==> config.mk <==
export PLATFORM = sky130hd
export DESIGN_NAME = spi_slave_read
export DESIGN_NICKNAME = d
export VERILOG_FILES = /design/src/rtl/spi_slave_read.sv
export SDC_FILE = /design/constraint.sdc
export NUM_CORES = 1
export LEC_CHECK = 0
export BUFFER_PORTS_ARGS = -buffer_cell sky130_fd_sc_hd__buf_4
export CORE_MARGIN = 2
export CORE_UTILIZATION = 50
export DETAILED_ROUTE_END_ITERATION = 12
export PLACE_DENSITY = 0.76
export RECOVER_POWER = 100
export SLEW_MARGIN = 20
export SYNTH_ARGS = -nofsm -noshare
export SYNTH_HDL_FRONTEND = slang
export SYNTH_SLANG_ARGS = --single-unit
==> constraint.sdc <==
create_clock -name clk -period 3.2 [get_ports clk]
set_input_delay 0.16 -clock clk [delete_from_list [all_inputs] [get_ports clk]]
set_output_delay 0.16 -clock clk [all_outputs]
set_load 0.02 [all_outputs]
==> src/rtl/spi_slave_read.sv <==
// SPI slave receiver: oversamples sck/mosi/csn on clk, deserialises MSB-first
// words of DATA_WIDTH bits and presents them on a valid/ready interface.
module spi_slave_read #(
    parameter int   DATA_WIDTH  = 16,
    parameter logic CSNPOL      = 1'b0,
    parameter logic CPOL        = 1'b1,
    parameter int   SYNC_STAGES = 2
) (
    input  logic                  clk,
    input  logic                  rst,
    input  logic                  sck,
    input  logic                  mosi,
    input  logic                  csn,
    output logic [DATA_WIDTH-1:0] rdat,
    output logic                  rvalid,
    input  logic                  rready,
    output logic                  busy,
    output logic                  frame_err,
    output logic                  overrun
);

    localparam int CW = $clog2(DATA_WIDTH + 1);
    localparam logic [CW-1:0] LAST_BIT = CW'(DATA_WIDTH - 1);

    typedef enum logic [0:0] {
        IDLE = 1'b0,
        RECV = 1'b1
    } state_t;

    logic [SYNC_STAGES-1:0] sck_sync_r;
    logic [SYNC_STAGES-1:0] mosi_sync_r;
    logic [SYNC_STAGES-1:0] csn_sync_r;
    logic [SYNC_STAGES-1:0] fill_r;
    logic                   sck_d_r;

    state_t                 state_r;
    logic [DATA_WIDTH-1:0]  shift_r;
    logic [CW-1:0]          bitcnt_r;
    logic [DATA_WIDTH-1:0]  rdat_r;
    logic                   rvalid_r;
    logic                   busy_r;
    logic                   frame_err_r;
    logic                   overrun_r;
    logic                   armed_r;

    logic                   sck_s;
    logic                   mosi_s;
    logic                   csn_act_s;
    logic                   capture_s;
    logic                   last_s;
    logic [DATA_WIDTH-1:0]  word_s;

    // Equal-depth synchronisers; fill_r marks when the chains hold real samples.
    always_ff @(posedge clk) begin
        if (rst) begin
            sck_sync_r  <= {SYNC_STAGES{~CPOL}};
            mosi_sync_r <= {SYNC_STAGES{1'b0}};
            csn_sync_r  <= {SYNC_STAGES{~CSNPOL}};
            fill_r      <= {SYNC_STAGES{1'b0}};
            sck_d_r     <= ~CPOL;
        end else begin
            sck_sync_r  <= {sck_sync_r[SYNC_STAGES-2:0], sck};
            mosi_sync_r <= {mosi_sync_r[SYNC_STAGES-2:0], mosi};
            csn_sync_r  <= {csn_sync_r[SYNC_STAGES-2:0], csn};
            fill_r      <= {fill_r[SYNC_STAGES-2:0], 1'b1};
            sck_d_r     <= sck_sync_r[SYNC_STAGES-1];
        end
    end

    // Decode synchronised inputs into capture-edge and word-completion strobes.
    always_comb begin
        sck_s     = sck_sync_r[SYNC_STAGES-1];
        mosi_s    = mosi_sync_r[SYNC_STAGES-1];
        csn_act_s = (csn_sync_r[SYNC_STAGES-1] == CSNPOL);
        capture_s = 1'b0;
        if (csn_act_s && (sck_s == CPOL) && (sck_d_r != CPOL)) begin
            capture_s = 1'b1;
        end else begin
            capture_s = 1'b0;
        end
        last_s = (bitcnt_r == LAST_BIT);
        word_s = {shift_r[DATA_WIDTH-2:0], mosi_s};
    end

    // Receive FSM. armed_r blocks entry to RECV until csn has been seen
    // inactive after reset, so a reset mid-frame never resyncs mid-word.
    always_ff @(posedge clk) begin
        if (rst) begin
            state_r     <= IDLE;
            shift_r     <= {DATA_WIDTH{1'b0}};
            bitcnt_r    <= {CW{1'b0}};
            rdat_r      <= {DATA_WIDTH{1'b0}};
            rvalid_r    <= 1'b0;
            busy_r      <= 1'b0;
            frame_err_r <= 1'b0;
            overrun_r   <= 1'b0;
            armed_r     <= 1'b0;
        end else begin
            frame_err_r <= 1'b0;
            overrun_r   <= 1'b0;
            if (fill_r[SYNC_STAGES-1] && !csn_act_s) begin
                armed_r <= 1'b1;
            end
            if (rvalid_r && rready) begin
                rvalid_r <= 1'b0;
            end
            case (state_r)
                IDLE: begin
                    if (armed_r && csn_act_s) begin
                        state_r  <= RECV;
                        busy_r   <= 1'b1;
                        bitcnt_r <= {CW{1'b0}};
                        shift_r  <= {DATA_WIDTH{1'b0}};
                    end
                end
                RECV: begin
                    if (!csn_act_s) begin
                        // Release wins over a simultaneous capture edge.
                        state_r     <= IDLE;
                        busy_r      <= 1'b0;
                        frame_err_r <= (bitcnt_r != {CW{1'b0}});
                        bitcnt_r    <= {CW{1'b0}};
                        shift_r     <= {DATA_WIDTH{1'b0}};
                    end else if (capture_s) begin
                        shift_r <= word_s;
                        if (last_s) begin
                            bitcnt_r <= {CW{1'b0}};
                            if (!rvalid_r || rready) begin
                                rdat_r   <= word_s;
                                rvalid_r <= 1'b1;
                            end else begin
                                overrun_r <= 1'b1;
                            end
                        end else begin
                            bitcnt_r <= bitcnt_r + CW'(1);
                        end
                    end
                end
                default: begin
                    state_r <= IDLE;
                    busy_r  <= 1'b0;
                end
            endcase
        end
    end

    assign rdat      = rdat_r;
    assign rvalid    = rvalid_r;
    assign busy      = busy_r;
    assign frame_err = frame_err_r;
    assign overrun   = overrun_r;

endmodule

==> metrics.txt <==
drt drc=0; Final Cell Area=2060 um2; core area=3610 um2; outcome=completed; number of synthesis warnings=0; Post-Synth XOR/XNOR Area=0%; fin cells=251; GRT Overall Usage=18.2%; critical path fanouts, max=36; Setup WS post-layout=0.966 ns; most common cell in the synthesized netlist=dfxtp_1; pwr/cell area=543 nW/um2; CTS tree=built; antenna-violating nets left=0; post-layout util=57.1%; final setup TNS=0 ns; Placed Instance Area=2030 um2; initial antenna violation count=0; Mapped Area=1840 um2; Leak=0.707 nW; Hold Vio Cnt, Final=0; Num CTS Buffers=5; Netlist cell types=36; DR pass1 iterations=4; multiplexer fraction of the synthesized cell area=8.68%; maximum VDD drop=0.371 mV; largest net degree at the start of global routing=37; overall power=1.12 mW; CP Class=in2reg; simple-gate share of the synthesized area=20.1%; largest family of logic cells by synthesized area=simple AND/OR/NAND/NOR gates; Worst-Margin Slew=0.922 ns; complex-gate fraction of the synthesized area=9.70%; asr flop ratio synth=0%; Die ar.=4190 um2; Fill cells=336; Hold Path Class=in2reg; max_cap viols=0; post_cts resized=0; clock sink count=51; Max stage delay cell, worst path=clkinv_1; Mapped Cells=180; die height=64.7 um; final net count=210; Yosys top cell by area=dfxtp_1; dpl ws=1.30 ns; DR WL/cell=13.3 um; hold_ws=0.0329 ns; Slew Viols, Final=0; net count after synthesis=188; Clock Skew=0.0105 ns; Setup crit end kind=flip-flop; Post-synth top cells=dfxtp_1 (51), nand2_1 (37), mux2i_1 (16); die width=64.7 um; PortBufs=25; GRT Residual Overflow=0; Max Buffers Root-to-Sink=2; sequential-to-total area share from yosys stat=55.4%; # H-tree levels=2; startpoint types=input pin; share of cells above drive strength 1=9.85%; FP Rows=22; RSZ-0062 raised after global routing=false; Ports=26; # diodes=0; clk_lat worst skew=0.31 ns; top cell type's share of synthesized area=55.4%; post-synthesis average cell area=10.2 um2; Final setup viols=0; dpl cells=243; Post-CTS Setup Inserts=0; HPWL Detailed=2200 um; Clock Tree Root=clkbuf_8; routability cong.=0.728; Final Cycle Share=69.8%; first-pass GRT wire length=5860 um; number of synthesized flops with an enable pin=0; Area contributors post-synth=dfxtp_1 (55%), mux2i_1 (8.7%), nand2_1 (7.5%); CP peak stage delay=1.01 ns; dominant synthesized flop cell=dfxtp_1; vias in the first global route=1322; area delta synth->final=11.6%; Worst slew margin=38.2%; vias=1332; Crit path arrival time=2.39 ns; WL final=3350 um; Via-to-Cell Ratio=5.31; CP cell instances=clkbuf_1 -> clkinv_1 -> nand2_1 -> o22ai_1; Clock Pin Slew Worst Setup and Hold Paths=0.09 ns; FF+latch count, synth=51; min Tclk post-route=2.23 ns; Adder-Cell Fraction of Synth Area=1.36%; Data required, critical path=3.36 ns; number of hold buffers added after cts=0; starting density of the core=51.1%; Fmax=448 MHz; 1st-iter DRT viols=78
[per-layer routing]
metal / vias up / part of all wire, % / track usage [%] / wire length [um]
met5: - / 0 / 0 / 0
met4: 0 / 2.8 / 9.57 / 95
met3: 9 / 3.9 / 4.69 / 131
met2: 31 / 47 / 30.2 / 1570
met1: 628 / 46 / 21.6 / 1560
li1: 664 / - / - / -
[sequential cells by signal (all words and copies together), names as in the netlist]
name         flops
rdat            16
sck_d_r          1
rvalid           1
state_r          1
csn_sync_r       2
frame_err        1
armed_r          1
sck_sync_r       2
overrun          1
busy             1
fill_r           2
mosi_sync_r      2
bitcnt_r         5
shift_r         15
[cells in the final DEF, fill, tap and decap left out, types with 2 or more instances in the layout]
cell type,n
nand2b_1,2
o22ai_1,15
nor3_1,3
clkbuf_1,22
and2b_2,2
nand2_1,37
mux2i_1,16
dfxtp_1,51
buf_4,4
nor2b_1,7
inv_1,3
ha_1,2
or2_2,2
nor2_1,4
nor4b_1,2
a21oi_1,4
clkbuf_8,5
nand3_1,4
[path summary, 6_finish.rpt]
path / start / to / slack (ns) / depth (start not counted)
hold reg to reg: csn_sync_r[0] / csn_sync_r[1] / 0.42 / 1
setup / recovery: rst / shift_r[7] / 0.97 / 4
setup reg to reg: bitcnt_r[1] / rdat[1] / 1.29 / 4
hold / removal: csn / csn_sync_r[0] / 0.03 / 2
[critical path, delay by kind of cell]
family | cells | cell delay, ns
buffers and inverters | 2 | 1.66
and+or+nand+nor | 1 | 0.42
AOI/OAI and AO/OA | 1 | 0.14
[final cells by class]
cell class | count | area, um2 | area share (%)
tap | 48 | 60.1 | 2.92
inverter | 4 | 15.0 | 0.729
clock inverter | 3 | 46.3 | 2.25
timing repair buffer | 26 | 113 | 5.47
sequential | 51 | 1020 | 49.6
clock buffer | 5 | 68.8 | 3.34
multi-input combinational | 114 | 734 | 35.7
[logic make-up (layout without fill, tap and decap cells)]
kind of cell / Yosys count / count (layout)
simple gates: 71 / 71
flops: 51 / 51
compound gates: 25 / 25
mux: 16 / 16
buf+inv: 15 / 38
fa+ha+maj: 2 / 2
[where the power goes]
part | switching (mW) | leakage [nW] | internal (mW)
Clock | 0.213 | 0.0548 | 0.235
Combinational | 0.0160 | 0.239 | 0.00957
Sequential | 0.00410 | 0.413 | 0.641
Total | 0.233 | 0.707 | 0.886
No activity file was read; power rests on OpenSTA's default activity.
